## config.mk

```make
export PLATFORM = sky130hd
export DESIGN_NAME = prog_encoder_flat
export DESIGN_NICKNAME = d
export VERILOG_FILES = /design/src/rtl/prog_enc_pkg.sv /design/src/rtl/prog_enc_if.sv /design/src/rtl/prog_enc_fifo.sv /design/src/rtl/prog_encoder.sv /design/src/flat_wrapper.sv
export SDC_FILE = /design/constraint.sdc
export NUM_CORES = 1
export LEC_CHECK = 0
export CAP_MARGIN = 10
export CORE_MARGIN = 8
export CORE_UTILIZATION = 30
export CTS_CLUSTER_DIAMETER = 100
export DETAILED_ROUTE_END_ITERATION = 10
export GPL_TIMING_DRIVEN = 0
export SYNTH_ARGS = -nofsm -noshare
export SYNTH_HDL_FRONTEND = slang
export SYNTH_HIERARCHICAL = 1
export SYNTH_SLANG_ARGS = --single-unit
```

## constraint.sdc

```tcl
create_clock -name clk -period 2.8 [get_ports clk]
set_input_delay 0.84 -clock clk [delete_from_list [all_inputs] [get_ports clk]]
set_output_delay 0.84 -clock clk [all_outputs]
set_load 0.005 [all_outputs]
```

## src/rtl/prog_enc_pkg.sv

```systemverilog
// Shared types and helpers for the program encoder.
// Opcode values come from the ADD/SUB/AND/XOR/ORR/LDUR/STUR macros of define.v;
// the fallbacks below only apply when define.v is not part of the build.
`ifndef ADD
`define ADD  11'b10001011000
`endif
`ifndef SUB
`define SUB  11'b11001011000
`endif
`ifndef AND
`define AND  11'b10001010000
`endif
`ifndef XOR
`define XOR  11'b11001010000
`endif
`ifndef ORR
`define ORR  11'b10101010000
`endif
`ifndef LDUR
`define LDUR 11'b11111000010
`endif
`ifndef STUR
`define STUR 11'b11111000000
`endif

package prog_enc_pkg;

  typedef enum logic [2:0] {
    OP_ADD  = 3'd0,
    OP_SUB  = 3'd1,
    OP_AND  = 3'd2,
    OP_XOR  = 3'd3,
    OP_ORR  = 3'd4,
    OP_LDUR = 3'd5,
    OP_STUR = 3'd6,
    OP_RSVD = 3'd7
  } op_sel_t;

  typedef enum logic [1:0] {
    S_IDLE  = 2'd0,
    S_LOAD  = 2'd1,
    S_DRAIN = 2'd2,
    S_DONE  = 2'd3
  } state_t;

  localparam int OPC_LSB = 21;
  localparam int RM_LSB  = 16;
  localparam int IMM_LSB = 12;
  localparam int RN_LSB  = 5;
  localparam int RD_LSB  = 0;

  // Loads and stores use the D-type layout; everything else is R-type.
  function automatic logic is_dtype(input op_sel_t op);
    return (op == OP_LDUR) || (op == OP_STUR);
  endfunction

  // The reserved select maps onto ADD so it can become a harmless no-op.
  function automatic logic [10:0] opcode_of(input op_sel_t op);
    logic [10:0] opc;
    case (op)
      OP_ADD:  opc = `ADD;
      OP_SUB:  opc = `SUB;
      OP_AND:  opc = `AND;
      OP_XOR:  opc = `XOR;
      OP_ORR:  opc = `ORR;
      OP_LDUR: opc = `LDUR;
      OP_STUR: opc = `STUR;
      default: opc = `ADD;
    endcase
    return opc;
  endfunction

endpackage

```

## src/rtl/prog_enc_if.sv

```systemverilog
// Op-in / word-out bundle between a program source, the encoder and the
// instruction-memory loader. The master drives ops and accepts words.
interface prog_enc_if #(
  parameter int ADDR_W = 8
);
  logic              start;
  logic              in_valid;
  logic              in_ready;
  logic              in_last;
  logic [2:0]        in_op;
  logic [4:0]        in_rd;
  logic [4:0]        in_rn;
  logic [4:0]        in_rm;
  logic [8:0]        in_imm;
  logic              out_valid;
  logic              out_ready;
  logic [ADDR_W-1:0] out_addr;
  logic [31:0]       out_data;
  logic [ADDR_W-1:0] inst_count;
  logic              busy;
  logic              done;
  logic              err;

  modport master (
    output start, in_valid, in_last, in_op, in_rd, in_rn, in_rm, in_imm, out_ready,
    input  in_ready, out_valid, out_addr, out_data, inst_count, busy, done, err
  );

  modport slave (
    input  start, in_valid, in_last, in_op, in_rd, in_rn, in_rm, in_imm, out_ready,
    output in_ready, out_valid, out_addr, out_data, inst_count, busy, done, err
  );
endinterface

```

## src/rtl/prog_enc_fifo.sv

```systemverilog
// Encoded-word FIFO. The head entry is read straight from the storage
// registers, so a word written at one edge is visible right after it.
module prog_enc_fifo #(
  parameter int DEPTH = 4,
  parameter int WIDTH = 32
) (
  input  logic             clk,
  input  logic             rst_n,
  input  logic             push,
  input  logic [WIDTH-1:0] push_data,
  input  logic             pop,
  output logic [WIDTH-1:0] pop_data,
  output logic             full,
  output logic             empty
);

  localparam int PTR_W = $clog2(DEPTH);

  logic [WIDTH-1:0] mem [DEPTH];
  logic [PTR_W-1:0] wr_ptr;
  logic [PTR_W-1:0] rd_ptr;
  logic [PTR_W:0]   count;
  logic             do_push;
  logic             do_pop;

  assign do_push  = push && !full;
  assign do_pop   = pop && !empty;
  assign full     = (count == (PTR_W + 1)'(DEPTH));
  assign empty    = (count == '0);
  assign pop_data = mem[rd_ptr];

  // Pointer and occupancy bookkeeping; push and pop together leave count alone.
  always_ff @(posedge clk) begin
    if (!rst_n) begin
      wr_ptr <= '0;
      rd_ptr <= '0;
      count  <= '0;
    end else begin
      if (do_push) wr_ptr <= wr_ptr + 1'b1;
      if (do_pop)  rd_ptr <= rd_ptr + 1'b1;
      case ({do_push, do_pop})
        2'b10:   count <= count + 1'b1;
        2'b01:   count <= count - 1'b1;
        default: count <= count;
      endcase
    end
  end

  // Storage needs no reset; the pointers decide what is valid.
  always_ff @(posedge clk) begin
    if (do_push) mem[wr_ptr] <= push_data;
  end

endmodule

```

## src/rtl/prog_encoder.sv

```systemverilog
// Program encoder: packs symbolic ops into 32-bit R/D-type words, buffers
// them and streams {addr, word} to the instruction-memory loader.
// Optional feature macro: PROG_ENC_ILLEGAL_CHK_EN -- when defined, op 7 is
// consumed without producing a word and raises the sticky err flag; when
// undefined, op 7 becomes ADD X31,X31,X31 and err stays low.
module prog_encoder
  import prog_enc_pkg::*;
#(
  parameter int DEPTH  = 4,
  parameter int ADDR_W = 8,
  parameter int BASE   = 0
) (
  input  logic           clk,
  input  logic           rst_n,
  prog_enc_if.slave      bus
);

  localparam logic [ADDR_W-1:0] BASE_ADDR = ADDR_W'(BASE);

  state_t            state;
  state_t            next_state;
  op_sel_t           op_sel;
  logic [31:0]       enc_word;
  logic [31:0]       head_word;
  logic              in_ready;
  logic              in_fire;
  logic              push;
  logic              pop;
  logic              full;
  logic              empty;
  logic              session_start;
  logic              busy;
  logic              done;
  logic [ADDR_W-1:0] out_addr;
  logic [ADDR_W-1:0] inst_count;
  logic              err;

  assign op_sel        = op_sel_t'(bus.in_op);
  assign in_fire       = bus.in_valid && in_ready;
  assign pop           = !empty && bus.out_ready;
  assign session_start = (state == S_IDLE) && bus.start;

`ifdef PROG_ENC_ILLEGAL_CHK_EN
  assign push = in_fire && (op_sel != OP_RSVD);
`else
  assign push = in_fire;
`endif

  // Pack the op fields into the R-type or D-type layout.
  always_comb begin
    enc_word = '0;
    enc_word[OPC_LSB +: 11] = opcode_of(op_sel);
    enc_word[RN_LSB  +: 5]  = bus.in_rn;
    enc_word[RD_LSB  +: 5]  = bus.in_rd;
    if (is_dtype(op_sel)) begin
      enc_word[IMM_LSB +: 9] = bus.in_imm;
    end else begin
      enc_word[RM_LSB +: 5] = bus.in_rm;
    end
`ifndef PROG_ENC_ILLEGAL_CHK_EN
    if (op_sel == OP_RSVD) begin
      enc_word[RM_LSB +: 5] = 5'd31;
      enc_word[RN_LSB +: 5] = 5'd31;
      enc_word[RD_LSB +: 5] = 5'd31;
    end
`endif
  end

  prog_enc_fifo #(
    .DEPTH (DEPTH),
    .WIDTH (32)
  ) u_fifo (
    .clk       (clk),
    .rst_n     (rst_n),
    .push      (push),
    .push_data (enc_word),
    .pop       (pop),
    .pop_data  (head_word),
    .full      (full),
    .empty     (empty)
  );

  // Session state register.
  always_ff @(posedge clk) begin
    if (!rst_n) state <= S_IDLE;
    else        state <= next_state;
  end

  // Session sequencing plus the status strobes derived from the state.
  always_comb begin
    next_state = state;
    in_ready   = 1'b0;
    busy       = 1'b1;
    done       = 1'b0;
    case (state)
      S_IDLE: begin
        busy = 1'b0;
        if (bus.start) next_state = S_LOAD;
      end
      S_LOAD: begin
        in_ready = !full;
        if (bus.in_valid && !full && bus.in_last) next_state = S_DRAIN;
      end
      S_DRAIN: begin
        if (empty) next_state = S_DONE;
      end
      S_DONE: begin
        done       = 1'b1;
        next_state = S_IDLE;
      end
      default: next_state = S_IDLE;
    endcase
  end

  // Byte address and word count advance on every accepted output word.
  always_ff @(posedge clk) begin
    if (!rst_n || session_start) begin
      out_addr   <= BASE_ADDR;
      inst_count <= '0;
    end else if (pop) begin
      out_addr   <= out_addr + ADDR_W'(4);
      inst_count <= inst_count + 1'b1;
    end
  end

`ifdef PROG_ENC_ILLEGAL_CHK_EN
  // Sticky flag for a reserved op seen during a session.
  always_ff @(posedge clk) begin
    if (!rst_n || session_start) err <= 1'b0;
    else if (in_fire && (op_sel == OP_RSVD)) err <= 1'b1;
  end
`else
  assign err = 1'b0;
`endif

  assign bus.in_ready   = in_ready;
  assign bus.out_valid  = !empty;
  assign bus.out_data   = head_word;
  assign bus.out_addr   = out_addr;
  assign bus.inst_count = inst_count;
  assign bus.busy       = busy;
  assign bus.done       = done;
  assign bus.err        = err;

endmodule

```

## src/flat_wrapper.sv

```systemverilog
// flat-port wrapper written by rule: the top's interface ports become plain ports
module prog_encoder_flat import prog_enc_pkg::*;
#(
  parameter int DEPTH  = 4,
  parameter int ADDR_W = 8,
  parameter int BASE   = 0
)
  (clk, rst_n, bus_start, bus_in_valid, bus_in_last, bus_in_op, bus_in_rd, bus_in_rn, bus_in_rm, bus_in_imm, bus_out_ready, bus_in_ready, bus_out_valid, bus_out_addr, bus_out_data, bus_inst_count, bus_busy, bus_done, bus_err);
  prog_enc_if #(.ADDR_W(ADDR_W)) bus_i ();
  input  logic clk;
  input  logic rst_n;
  input wire logic [$bits(bus_i.start)-1:0] bus_start;
  input wire logic [$bits(bus_i.in_valid)-1:0] bus_in_valid;
  input wire logic [$bits(bus_i.in_last)-1:0] bus_in_last;
  input wire logic [$bits(bus_i.in_op)-1:0] bus_in_op;
  input wire logic [$bits(bus_i.in_rd)-1:0] bus_in_rd;
  input wire logic [$bits(bus_i.in_rn)-1:0] bus_in_rn;
  input wire logic [$bits(bus_i.in_rm)-1:0] bus_in_rm;
  input wire logic [$bits(bus_i.in_imm)-1:0] bus_in_imm;
  input wire logic [$bits(bus_i.out_ready)-1:0] bus_out_ready;
  output wire logic [$bits(bus_i.in_ready)-1:0] bus_in_ready;
  output wire logic [$bits(bus_i.out_valid)-1:0] bus_out_valid;
  output wire logic [$bits(bus_i.out_addr)-1:0] bus_out_addr;
  output wire logic [$bits(bus_i.out_data)-1:0] bus_out_data;
  output wire logic [$bits(bus_i.inst_count)-1:0] bus_inst_count;
  output wire logic [$bits(bus_i.busy)-1:0] bus_busy;
  output wire logic [$bits(bus_i.done)-1:0] bus_done;
  output wire logic [$bits(bus_i.err)-1:0] bus_err;
  assign bus_i.start = bus_start;
  assign bus_i.in_valid = bus_in_valid;
  assign bus_i.in_last = bus_in_last;
  assign bus_i.in_op = bus_in_op;
  assign bus_i.in_rd = bus_in_rd;
  assign bus_i.in_rn = bus_in_rn;
  assign bus_i.in_rm = bus_in_rm;
  assign bus_i.in_imm = bus_in_imm;
  assign bus_i.out_ready = bus_out_ready;
  assign bus_in_ready = bus_i.in_ready;
  assign bus_out_valid = bus_i.out_valid;
  assign bus_out_addr = bus_i.out_addr;
  assign bus_out_data = bus_i.out_data;
  assign bus_inst_count = bus_i.inst_count;
  assign bus_busy = bus_i.busy;
  assign bus_done = bus_i.done;
  assign bus_err = bus_i.err;
  prog_encoder #(.DEPTH(DEPTH), .ADDR_W(ADDR_W), .BASE(BASE)) u_core (.clk(clk), .rst_n(rst_n), .bus(bus_i));
endmodule
```

=== After elaboration in Yosys (flattened, before gate mapping) ===
Memory sizes are Yosys's and may differ from the RTL's. A register that Yosys moved wholly into a read port is not among the register bits.
Cells that the tools add are included.

* Output and inout bits: 53
* Input bits: 33
* Register bits: 25
* Logic and storage cells: 62
* Memories kept: 1
* RAM bits: 116

* $add $sub $neg: 6
* Eq/ne operators: 16
* Reductions and logical operators: 16
* Muxes and demuxes: 17

{| class="wikitable"
|+ Memories
! memory !! words !! width !! rd ports !! clocked after Yosys merged registers in !! write ports !! RTL line !! text
|-
| u_core.u_fifo.mem || 4 || 29 || 1 || 1 || 1 || prog_enc_fifo.sv:19 || <nowiki>logic [WIDTH-1:0] mem [DEPTH];</nowiki>
|}

{| class="wikitable"
|+ Operator list
! operator !! number
|-
| $pmux W10 S6 || 1
|-
| $eq A3 B3 Y1 const B || 5
|-
| $mux W10 || 1
|-
| $mux W2 || 5
|-
| $mux W5 || 2
|-
| $add A8 B1 Y8 const B || 1
|-
| $add A8 B3 Y8 const B || 1
|-
| $pmux W2 S4 || 1
|-
| $logic_and A1 B1 Y1 || 7
|-
| $eq A2 B2 Y1 const B || 3
|-
| $eq A3 B2 Y1 const B || 2
|-
| $pmux W3 S2 || 1
|-
| $mux W1 || 5
|-
| $add A2 B1 Y2 const B || 2
|-
| $eq A2 B1 Y1 const B || 2
|-
| $mux W4 || 1
|-
| $ne A2 B1 Y1 const B || 2
|-
| $add A3 B1 Y3 const B || 1
|-
| $eq A3 B1 Y1 const B || 1
|-
| $logic_not A1 Y1 || 3
|-
| $logic_not A3 Y1 || 1
|-
| $reduce_and A3 Y1 || 1
|-
| $sub A3 B1 Y3 const B || 1
|-
| $logic_not A2 Y1 || 1
|-
| 3 further kinds || 4
|}

=== Logic depth before layout (Yosys ltp) ===
Gate-level depths: netlist (run 1).

* Depth after elaboration: 7
* Depth in mapped cells: 13
* Mapped depth without buffers: 12

=== Hierarchy ===
Netlist (run 1), hierarchy kept.

{| class="wikitable"
|+ Modules (own cells, without submodules)
! module !! seq. area each (um^2) !! area each (um^2) !! times used !! cells an instance
|-
| prog_enc_fifo || 4,023.9 || 5,144.9 || 1 || 221
|-
| prog_encoder || 320.3 || 1,077.3 || 1 || 141
|}

=== Least setup slack after synthesis (run 1) ===
Ideal clock, no wire load.

* Path type: input port to flip-flop
* Start: in bus_out_ready
* End: reg u_core.u_fifo.count[2]
* Required time: 2.730 ns
* Setup time: 0.070 ns
* Stages on the path: 10
* Path buffers: 1
* Arrival time: 2.623 ns
* Path slack: 0.107 ns
* Path through: nand2b_4 > buf_4 > inv_1 > nor2b_1 > ha_1 > inv_1 > fa_1 > xor2_1 > or3_1 > a21boi_1

* Word-level cells in the longest chain between the ends: 4
* Elaborated cells on any way between the ends: 6
* Those cells by class: eq/ne: 2; mux: 1; reduce/logical: 3

{| class="wikitable"
|+ Ends and longest elaborated chain
! element !! RTL line !! text
|-
| start, declared || flat_wrapper.sv:20 || <nowiki>input wire logic [$bits(bus_i.out_ready)-1:0] bus_out_ready;</nowiki>
|-
| $logic_and A1 B1 Y1 * || prog_encoder.sv:40 || <nowiki>assign pop = !empty && bus.out_ready;</nowiki>
|-
| via u_core.pop || prog_encoder.sv:28 || <nowiki>logic pop;</nowiki>
|-
| $logic_and A1 B1 Y1 * || prog_enc_fifo.sv:27 || <nowiki>assign do_pop = pop && !empty;</nowiki>
|-
| via u_core.u_fifo.do_pop || prog_enc_fifo.sv:24 || <nowiki>logic do_pop;</nowiki>
|-
| $eq A2 B1 Y1 / $eq A2 B2 Y1 (equally long branches) || prog_enc_fifo.sv:41 || <nowiki>case ({do_push, do_pop})</nowiki>
|-
| $pmux W3 S2 / $reduce_bool A2 Y1 (equally long branches) || -- ||
|-
| end signal, assigned || prog_enc_fifo.sv:42 || <nowiki>2'b10: count <= count + 1'b1;</nowiki>
|-
| end signal, assigned || prog_enc_fifo.sv:43 || <nowiki>2'b01: count <= count - 1'b1;</nowiki>
|-
| end signal, assigned || prog_enc_fifo.sv:44 || <nowiki>default: count <= count;</nowiki>
|-
| end, declared || prog_enc_fifo.sv:22 || <nowiki>logic [PTR_W:0] count;</nowiki>
|}

Mark *: on every way through the listed nets, which the timed path passes. The rest lies on a longest branch.
A chain may end at the register's enable or synchronous reset.

==> summary.txt, run 1 <==
Route
  • Post-route antenna net violation count: 0
  • Top sig layer: met5
  • WL met1: 5770 um
  • Vias after detailed routing: 3,524
  • Residual DRC: 0
  • Routed wl met3: 840 um
  • DR vias/cell: 4.47
  • Routed WL: 13,300 um
  • Routed len/inst: 16.9 um
  • Initial drt markers: 231
  • Metal2 WL: 6600 um
  • DRT Pass-1 Iters: 4

Worst hold path
  • WHS Path Cells: 2
  • Worst min-delay path startpoint: u_core/u_fifo/rd_ptr[1]
  • Hold Crit Class: reg2reg

Timing
  • Max-slew violations: 0
  • Worst Slack Setup Final: 75.7 ps
  • Clk_skew: 12.7 ps
  • Peak Freq: 0.367 GHz
  • Fin. Hold Viols: 0
  • Max transition margin: 38.9%
  • Worst-margin pin slew: 914 ps
  • Post-route setup TNS: 0 ps
  • Setup violations, final: 0
  • RSZ-0062 raised after global routing: no
  • Final period utilization: 97.3%
  • Post-layout min period: 2720 ps

Place
  • IO buf count: 80
  • Setup WS pre-CTS: -762 ps
  • Area after DPL: 7550 um^2
  • GPL Wtd Cong: 0.719
  • HPWL after detailed placement: 9010 um

Finish
  • Synth-to-Final Area Change: 32.2%
  • Inserted Diodes: 0
  • Layout Nets: 550
  • Post-layout util: 40.5%
  • Share of layout cells above drive strength 1: 21.6%
  • Design Area, Final: 8220 um^2

Synth
  • Post-synth EDFFs: 128
  • Synth area leaders: edfxtp_1 (62%), mux4_2 (12%), dfxtp_1 (8.0%), ha_1 (2.2%), o21ai_0 (1.4%)
  • Synth async-reset ratio: 0%
  • Most used DFF post-synth: edfxtp_1
  • Seq/Total Area, Yosys: 69.8%
  • Post-synthesis cell area: 6220 um^2
  • Top cell type's share of synthesized area: 61.8%
  • Mapped Cells: 362
  • Post-synthesis area per instance: 17.2 um^2
  • Synth unique cells: 40
  • Synth cell count leaders: edfxtp_1 (128), mux4_2 (32), dfxtp_1 (25)
  • Largest area contributor in the netlist: edfxtp_1
  • Post-synthesis register bit count: 153
  • Syn. warnings: 6
  • Most frequent cell after synthesis: edfxtp_1

Global route
  • GRT Residual Overflow: 0
  • Vias in the first global route: 3,863
  • Initial antenna violation count: 1
  • Largest net degree at the start of global routing: 30
  • First-pass GRT wire length: 20,900 um
  • GRT Overall Usage: 10.6%

Clock tree
  • CTS tree: yes
  • TritonCTS Buffers: 17
  • H-tree Lvls: 4
  • Clock tree buffer depth: 2
  • Post-CTS Hold Fix Bufs: 0
  • Clk sinks: 153
  • Worst-Skew Late Latency: 420 ps
  • Clock root cell: clkbuf_16
  • Worst-path clk slew: 60 ps

Pwr
  • Max rail drop VDD: 0.000414 V
  • Final Power: 0.00568 W
  • Leak: 2.81 nW
  • Pwr Density: 691 nW/um^2

Worst setup path
  • Crit start category: flip-flop
  • Critical path fanouts, max: 8
  • CP Class: reg2out
  • Reg-to-reg slack, setup: 220 ps
  • CP Capture Type: output pin
  • Worst EP arrival: 1880 ps
  • R2R depth: 12
  • Crit Reg-Reg Endpoint: u_core/u_fifo/count[2]
  • WP data required: 1960 ps
  • Worst R2R Start: u_core/state[1]

Floorplanning
  • Initial core utilization: 30.7%
  • Die Y: 160 um
  • Ports: 86
  • Full die area: 25,600 um^2
  • Chip Width: 160 um
  • FP Rows: 52
  • Core area: 20,300 um^2

Run status
  • Status: completed

Flow run
  • Max_cap viols: 0
cells in the final DEF, fill, tap and decap left out, types with 10 or more instances in the layout:
master / count
o21ai_0: 17
nand2_1: 19
clkdlybuf4s50_1: 47
nand3_1: 13
edfxtp_1: 128
dlygate4sd2_1: 28
ha_1: 10
nand2b_1: 10
buf_4: 18
dfxtp_1: 21
a21oi_1: 11
clkbuf_16: 17
inv_1: 13
conb_1: 31
mux4_2: 32
through the flow:
step,hold slack (ps),instances
after floorplan,456,391
after global placement,471,741
after detailed placement,484,745
after CTS,502,783
after global routing,513,788
final,493,788
timing repair:
item	in CTS	in global routing
setup buffers	6	6
pin swaps	0	1
resized for setup	42	10
gates cloned	0	0
setup endpoints to repair	33	2
logic make-up after synthesis:
logic type	synth area share (%)
simple gates	7.70
mux	12.1
buf+inv	3.30
xor+xnor	1.27
flops	69.8
compound gates	3.20
other cells	0.121
fa+ha+maj	2.53
per-layer routing:
layer  vias up  GRT usage [%]
met3        12           3.88
met1      1765           12.2
met2        91           18.0
met4         2           3.19
li1       1654              -
met5         -              0
worst max-delay path by stage:
stage	from	end	cells past startpoint
global route	flip-flop	bus_out_data[18]	5
floorplan	bus_out_ready	u_core/u_fifo/count[2]	10
CTS	flip-flop	bus_out_data[10]	5
global placement	bus_in_valid	u_core/u_fifo/mem[2][5]	5
finish	flip-flop	bus_out_data[7]	5
detailed placement	bus_out_ready	u_core/u_fifo/count[2]	11
worst max-delay path, stage by stage, from the launching register on:
cell and delay (ps):
dfxtp_1 320, buf_6 150, buf_12 140, buf_12 110, mux4_2 480, dlygate4sd2_1 280
sequential cells by signal, summed over array words and instances, names as in the netlist, named ones only:
signal and flops:
u_core/state 2, u_core/u_fifo/rd_ptr 2, u_core/bus.out_addr 6, u_core/u_fifo/mem 128, u_core/u_fifo/count 3, u_core/bus.inst_count 8
u_core/u_fifo/wr_ptr 2
report_power, final:
group | switching [W] | internal, W
Clock | 0.000906 | 0.00132
Sequential | 0.0000544 | 0.00261
Combinational | 0.000384 | 0.000409
Total | 0.00134 | 0.00434
final cells by class:
class | count | area, um^2
tap | 270 | 338
multi-input combinational | 205 | 1810
inverter | 15 | 60.1
clock inverter | 14 | 145
timing repair buffer | 96 | 943
clock buffer | 18 | 429
fill | 1895 | 12100
sequential | 153 | 4350
buffer | 17 | 151
(Power assumes the default switching activity.)
==> run 2, diff against run 1 <==
--- a/config.mk
+++ b/config.mk
@@ -12,4 +12,5 @@
 export DETAILED_ROUTE_END_ITERATION = 10
 export GPL_TIMING_DRIVEN = 0
+export SKIP_LAST_GASP = 1
 export SYNTH_ARGS = -nofsm -noshare
 export SYNTH_HDL_FRONTEND = slang
==> constraint.sdc (replaced) <==
create_clock -name clk -period 2.8 [get_ports clk]
set_input_delay 0.28 -clock clk [delete_from_list [all_inputs] [get_ports clk]]
set_output_delay 0.28 -clock clk [all_outputs]
set_load 0.005 [all_outputs]
==> run 2 against run 1 <==
Via count down 0.11%. Cell count down 1.1%. Register-to-register slack barely moved. Power is 0.57% higher. Worst setup slack improved by 140 ps. Clock skew decreased by 3.7 ps. First-iteration DRC count down 4.3%. Sequential power hardly changed. Clock power hardly changed. Routed wire length is essentially flat. Highest routed layer unchanged. Largest cell class unchanged.
==> summary.txt, run 2 (synthesis results as in run 1) <==
Run status
  • Status: completed

Route
  • Vias after detailed routing: 3,520 (-0.11%)
  • Routed WL: 13,300 um (about the same)
  • Post-route antenna net violation count: 0 (unchanged)
  • Routed len/inst: 17.1 um (+1.1%)
  • DR vias/cell: 4.52 (+1.0%)
  • DRT Pass-1 Iters: 4 (unchanged)
  • Residual DRC: 0 (unchanged)
  • Initial drt markers: 221 (-4.3%)

Timing
  • Worst-margin pin slew: 916 ps (+2.44 ps)
  • Final period utilization: 92.3% (-5.0 points)
  • Max-slew violations: 0 (unchanged)
  • RSZ-0062 raised after global routing: no
  • Clk_skew: 9.00 ps (-3.67 ps)
  • Post-layout min period: 2580 ps (-140 ps)
  • Post-route setup TNS: 0 ps (unchanged)
  • Fin. Hold Viols: 0 (unchanged)
  • Worst Slack Setup Final: 216 ps (+140 ps)
  • Setup violations, final: 0 (unchanged)
  • Peak Freq: 0.387 GHz (+5.4%)
  • Max transition margin: 38.7% (-0.16 points)

Pwr
  • Pwr Density: 699 nW/um^2 (+1.2%)
  • Max rail drop VDD: 0.000411 V (-0.89%)
  • Leak: 2.72 nW (-3.3%)

Place
  • HPWL after detailed placement: 9010 um (unchanged)
  • IO buf count: 80 (unchanged)
  • Setup WS pre-CTS: -202 ps (+560 ps)
  • GPL Wtd Cong: 0.719 (unchanged)

Clock tree
  • Worst-Skew Late Latency: 410 ps (about the same)
  • Clk sinks: 153 (unchanged)
  • Worst-path clk slew: 60 ps (about the same)
  • Clock tree buffer depth: 2 (unchanged)
  • Clock root cell: clkbuf_16
  • TritonCTS Buffers: 17 (unchanged)
  • Post-CTS Hold Fix Bufs: 0 (unchanged)
  • CTS tree: yes
  • H-tree Lvls: 4 (unchanged)

Finish
  • Layout Nets: 541 (-1.6%)
  • Reg with most FFs: u_core/u_fifo/mem
  • Share of layout cells above drive strength 1: 20.0% (-1.6 points)
  • Highest-count cells in the layout ignoring fill and taps: edfxtp_1 (128), clkdlybuf4s50_1 (80), mux4_2 (32), conb_1 (31), dfxtp_1 (21)
  • Inserted Diodes: 0 (unchanged)
  • Post-layout util: 40.3% (-0.23 points)
  • Synth-to-Final Area Change: 31.4%
  • Most common cell after layout, fill and taps aside: edfxtp_1
  • Max reg flops: 128 (unchanged)
  • Filler instances: 1,882 (-0.69%)
  • Largest registers: u_core/u_fifo/mem: 128 flops, u_core/bus.inst_count: 8 flops, u_core/bus.out_addr: 6 flops

Floorplanning
  • Ports: 86 (unchanged)
  • Chip Width: 160 um (unchanged)
  • Full die area: 25,600 um^2 (unchanged)
  • Die Y: 160 um (unchanged)
  • Core area: 20,300 um^2 (unchanged)
  • FP Rows: 52 (unchanged)
  • Initial core utilization: 30.7% (unchanged)

Worst setup path
  • CP startpoint: u_core/state[1]
  • Crit path largest cell delay: 430 ps (-50 ps)
  • Critical path fanouts, max: 7 (-1)
  • CP Class: reg2reg
  • WP data required: 3140 ps (+1180 ps)
  • Worst R2R Start: u_core/state[1]
  • Worst-path cell chain: inv_1 -> ha_1 -> nor2b_1 -> and2_1 -> nor2b_2 -> inv_2 -> ha_2 -> inv_1 -> fa_1 -> xor2_1 -> or3_1 -> a21boi_1
  • Reg-to-reg slack, setup: 220 ps (about the same)
  • CP Capture Type: flip-flop
  • CP max stage cell: fa_1
  • Worst EP arrival: 2930 ps (+1050 ps)
  • Critical path's most frequent cell: inv_1
  • Crit start category: flip-flop

Global route
  • GRT Residual Overflow: 0 (unchanged)
  • Initial antenna violation count: 1 (unchanged)
  • GRT Overall Usage: 10.6% (-0.012 points)
  • Largest net degree at the start of global routing: 30 (unchanged)
  • Vias in the first global route: 3,845 (-0.47%)
  • First-pass GRT wire length: 20,900 um (-0.10%)

Flow run
  • Max_cap viols: 0 (unchanged)

Worst hold path
  • Hold Crit Class: in2reg
  • Worst min-delay path startpoint: bus_in_op[1]
run 2: path summary, 6_finish.rpt:
kind	to	depth (start not counted)
worst max register to register	u_core/u_fifo/count[2]	12
worst max-delay path	u_core/u_fifo/count[2]	12
worst min register to register	flip-flop	2
worst min-delay path	u_core/u_fifo/mem[1][22]	2
run 2: stage by stage:
| stage | instance area [um^2] | power (W) | hold slack [ps] | instances |
|---|---|---|---|---|
| floorplan | 6330 | 0.00311 | 426 | 391 |
| global placement | 7470 | 0.00346 | 471 | 741 |
| detailed placement | 7550 | 0.00352 | 484 | 745 |
| CTS | 8130 | 0.00576 | 260 | 777 |
| global route | 8180 | 0.00596 | 287 | 779 |
| finish | 8180 | 0.00572 | 301 | 779 |
run 2: cell type report:
type                    instances  area, um^2  share of cell area (%)
flip-flops and latches        153        4350                    53.2
clock buffers                  18         429                    5.25
multi-input cells             205        1810                    22.1
repair buffers                 87         903                    11.0
clock inverters                14         145                    1.78
well taps                     270         338                    4.13
inverters                      15        60.1                   0.735
plain buffers                  17         144                    1.76
run 2: repair_timing:
item	in CTS	in global routing
gates resized for setup	1	9
setup endpoints to repair	1	2
pin swaps	0	1
buffers inserted	0	3
run 2: power by group:
group | switching [W] | total [W] | internal, W
clock network | 0.000897 | 0.00221 | 0.00132
registers | 0.0000546 | 0.00267 | 0.00261
logic | 0.000387 | 0.000835 | 0.000447
run 2: routing by layer:
layer  vias up  share of wire (%)  GRT usage, %
li1       1636                  -             -
met1      1780                 43          12.2
met2        90                 50          18.0
met3        12                6.0          3.88
met4         2               0.82          3.19
met5         -              0.097             0
run 2: worst max-delay path: cells and delay by family (launching register included):
kind | cells | cell delay, ps
adder cells (fa/ha/maj) | 3 | 830
AND/OR/NAND/NOR | 4 | 830
flip-flops | 1 | 360
buffers and inverters | 3 | 200
XOR/XNOR | 1 | 170
AO/OA/AOI/OAI | 1 | 130
==> run 3, diff against run 2 <==
Settings changed: CAP_MARGIN 10 to unset.
Clock period 2.8 ns to 2.3 ns, I/O delays scaled along.
==> run 3 against run 2 <==
Utilization is 0.86 points higher. Count of clock-buffer cells in the layout is 1 lower. Critical path depth is 1 lower. Die area stayed put. Power is 23% higher. Flip-flop and latch count stayed put. Non-clock buffer count is 17 higher. Cell count is 2.2% higher. Hold slack worse by 46 ps. Global-route usage is 0.18 points higher. Largest power group unchanged.
==> summary.txt, run 3 (synthesis results as in run 1) <==
Timing
  • Post-layout min period: 2270 ps (-313 ps)
  • Max transition margin: 36.0% (-2.7 points)
  • Final period utilization: 98.8% (+6.5 points)
  • Fin. Hold Viols: 0 (unchanged)
  • Peak Freq: 0.440 GHz (+14%)
  • Max-slew violations: 0 (unchanged)
  • Clk_skew: 8.33 ps (-0.669 ps)
  • Worst-margin pin slew: 957 ps (+40.5 ps)
  • Setup violations, final: 0 (unchanged)
  • RSZ-0062 raised after global routing: yes
  • Min Hold Slack: 255 ps (-46.3 ps)

Finish
  • Most common cell after layout, fill and taps aside: edfxtp_1
  • Inserted Diodes: 0 (unchanged)
  • Design Area, Final: 8350 um^2 (+2.1%)
  • Reg with most FFs: u_core/u_fifo/mem
  • Highest-count cells in the layout ignoring fill and taps: edfxtp_1 (128), clkdlybuf4s50_1 (65), mux4_2 (32), conb_1 (31), buf_4 (24)
  • Max reg flops: 128 (unchanged)
  • Share of layout cells above drive strength 1: 24.0% (+3.9 points)
  • Filler instances: 1,861 (-1.1%)
  • Layout Nets: 558 (+3.1%)
  • Largest registers: u_core/u_fifo/mem: 128 flops, u_core/bus.inst_count: 8 flops, u_core/bus.out_addr: 6 flops
  • Synth-to-Final Area Change: 34.2%

Floorplanning
  • Core area: 20,300 um^2 (unchanged)
  • Full die area: 25,600 um^2 (unchanged)
  • Chip Width: 160 um (unchanged)
  • FP Rows: 52 (unchanged)
  • Ports: 86 (unchanged)
  • Die Y: 160 um (unchanged)
  • Initial core utilization: 30.7% (unchanged)

Worst setup path
  • Worst EP arrival: 2620 ps (-310 ps)
  • Crit start category: flip-flop
  • CP max stage cell: dfxtp_1
  • Worst-path cell chain: ha_4 -> nor2b_2 -> and2_1 -> nor2b_4 -> inv_2 -> ha_4 -> inv_1 -> fa_2 -> xor2_1 -> or3_1 -> a21boi_1
  • Critical path's most frequent cell: ha_4
  • Crit path buf inv count: 2 (-1)
  • Family with the most delay on the worst path: simple AND/OR/NAND/NOR gates
  • Critical path fanouts, max: 4 (-3)
  • CP Capture Type: flip-flop
  • CP Class: reg2reg
  • WP data required: 2650 ps (-490 ps)
  • Crit path largest cell delay: 360 ps (-70 ps)

Clock tree
  • Worst-path clk slew: 60 ps (about the same)
  • Worst-Skew Late Latency: 420 ps (about the same)
  • Clock tree buffer depth: 2 (unchanged)
  • CTS tree: yes
  • Post-CTS Hold Fix Bufs: 0 (unchanged)
  • TritonCTS Buffers: 17 (unchanged)
  • Clk sinks: 153 (unchanged)
  • Clock root cell: clkbuf_16
  • H-tree Lvls: 4 (unchanged)

Global route
  • First-pass GRT wire length: 21,100 um (+0.66%)
  • Largest net degree at the start of global routing: 25 (-17%)
  • GRT Residual Overflow: 0 (unchanged)
  • Initial antenna violation count: 0 (-1)
  • GRT Overall Usage: 10.7% (+0.18 points)
  • Vias in the first global route: 3,858 (+0.34%)

Place
  • Area after DPL: 7590 um^2 (+0.41%)
  • GPL Wtd Cong: 0.725 (+0.79%)
  • HPWL after detailed placement: 8790 um (-2.5%)
  • IO buf count: 80 (unchanged)

Route
  • Initial drt markers: 144 (-35%)
  • Residual DRC: 0 (unchanged)
  • Routed len/inst: 16.8 um (-1.8%)
  • Post-route antenna net violation count: 0 (unchanged)
  • Routed WL: 13,400 um (+0.39%)
  • DR vias/cell: 4.46 (-1.4%)
  • DRT Pass-1 Iters: 4 (unchanged)
  • Vias after detailed routing: 3,548 (+0.80%)

Worst hold path
  • Hold Crit Class: in2reg

Run status
  • Status: completed

Pwr
  • Max rail drop VDD: 0.000517 V (+26%)
  • Pwr Density: 841 nW/um^2 (+20%)
  • Leak: 2.86 nW (+5.2%)
  • Final Power: 0.00702 W (+23%)

Flow run
  • Max_cap viols: 0 (unchanged)
==> run 3: metal layers <==
layer | share of wire (%) | track usage, %
met5 | 0 | 0
met4 | 1.5 | 4.08
met2 | 51 | 18.6
met3 | 4.7 | 3.50
met1 | 43 | 12.2
==> run 3: worst register-to-register path: cells and delay by family, from the launching register on <==
family / cells / cell delay (ps)
AOI/OAI and AO/OA: 1 / 140
xor gates and xnor gates: 1 / 160
adders and majority gates: 3 / 650
buffers and inverters: 2 / 110
DFF: 1 / 360
and+or+nand+nor: 4 / 780
==> run 3: area by class of cell <==
cell class | count | area, um^2 | area share (%)
clock buffers | 17 | 425 | 5.10
repair buffers | 105 | 1030 | 12.3
flip-flops and latches | 153 | 4350 | 52.2
inverters | 15 | 60.1 | 0.719
clock inverters | 15 | 158 | 1.89
plain buffers | 16 | 139 | 1.66
well taps | 270 | 338 | 4.05
multi-input cells | 205 | 1840 | 22.1
==> run 3: metrics by stage <==
| step | TNS, ps | cells | worst slack (ps) | utilization, % |
|---|---|---|---|---|
| finish | 0 | 796 | 28.5 | 41.1 |
| global route | -873 | 796 | -68.2 | 41.1 |
| detailed placement | -774 | 745 | -421 | 37.4 |
| CTS | -157 | 784 | -67.5 | 40.6 |
| floorplan | 0 | 391 | 23.1 | - |
| global placement | -88620 | 741 | -699 | 37.0 |
==> run 3: what timing repair did <==
| item | in CTS | in global routing |
|---|---|---|
| endpoints found under the setup margin | 25 | 22 |
| hold endpoints to repair | 0 | 0 |
| pin swaps | 3 | 2 |
| buffers inserted | 8 | 13 |
| resized for setup | 22 | 6 |
==> run 3: path summary, 6_finish.rpt <==
kind              cells after the start                     from  slack (ps)                  endpoint
hold / removal                        2             bus_in_op[1]         260  u_core/u_fifo/mem[3][22]
setup reg to reg                     11          u_core/state[0]          30    u_core/u_fifo/count[2]
setup / recovery                     11          u_core/state[0]          30    u_core/u_fifo/count[2]
hold reg to reg                       2  u_core/u_fifo/rd_ptr[1]         500                 flip-flop
==> run 3: report_power, final <==
group | leakage [nW] | switching, W | internal (W) | total (W)
combinational | 1.22 | 0.000485 | 0.000574 | 0.00106
clock | 0.278 | 0.00118 | 0.00153 | 0.00271
sequential | 1.36 | 0.0000676 | 0.00318 | 0.00325
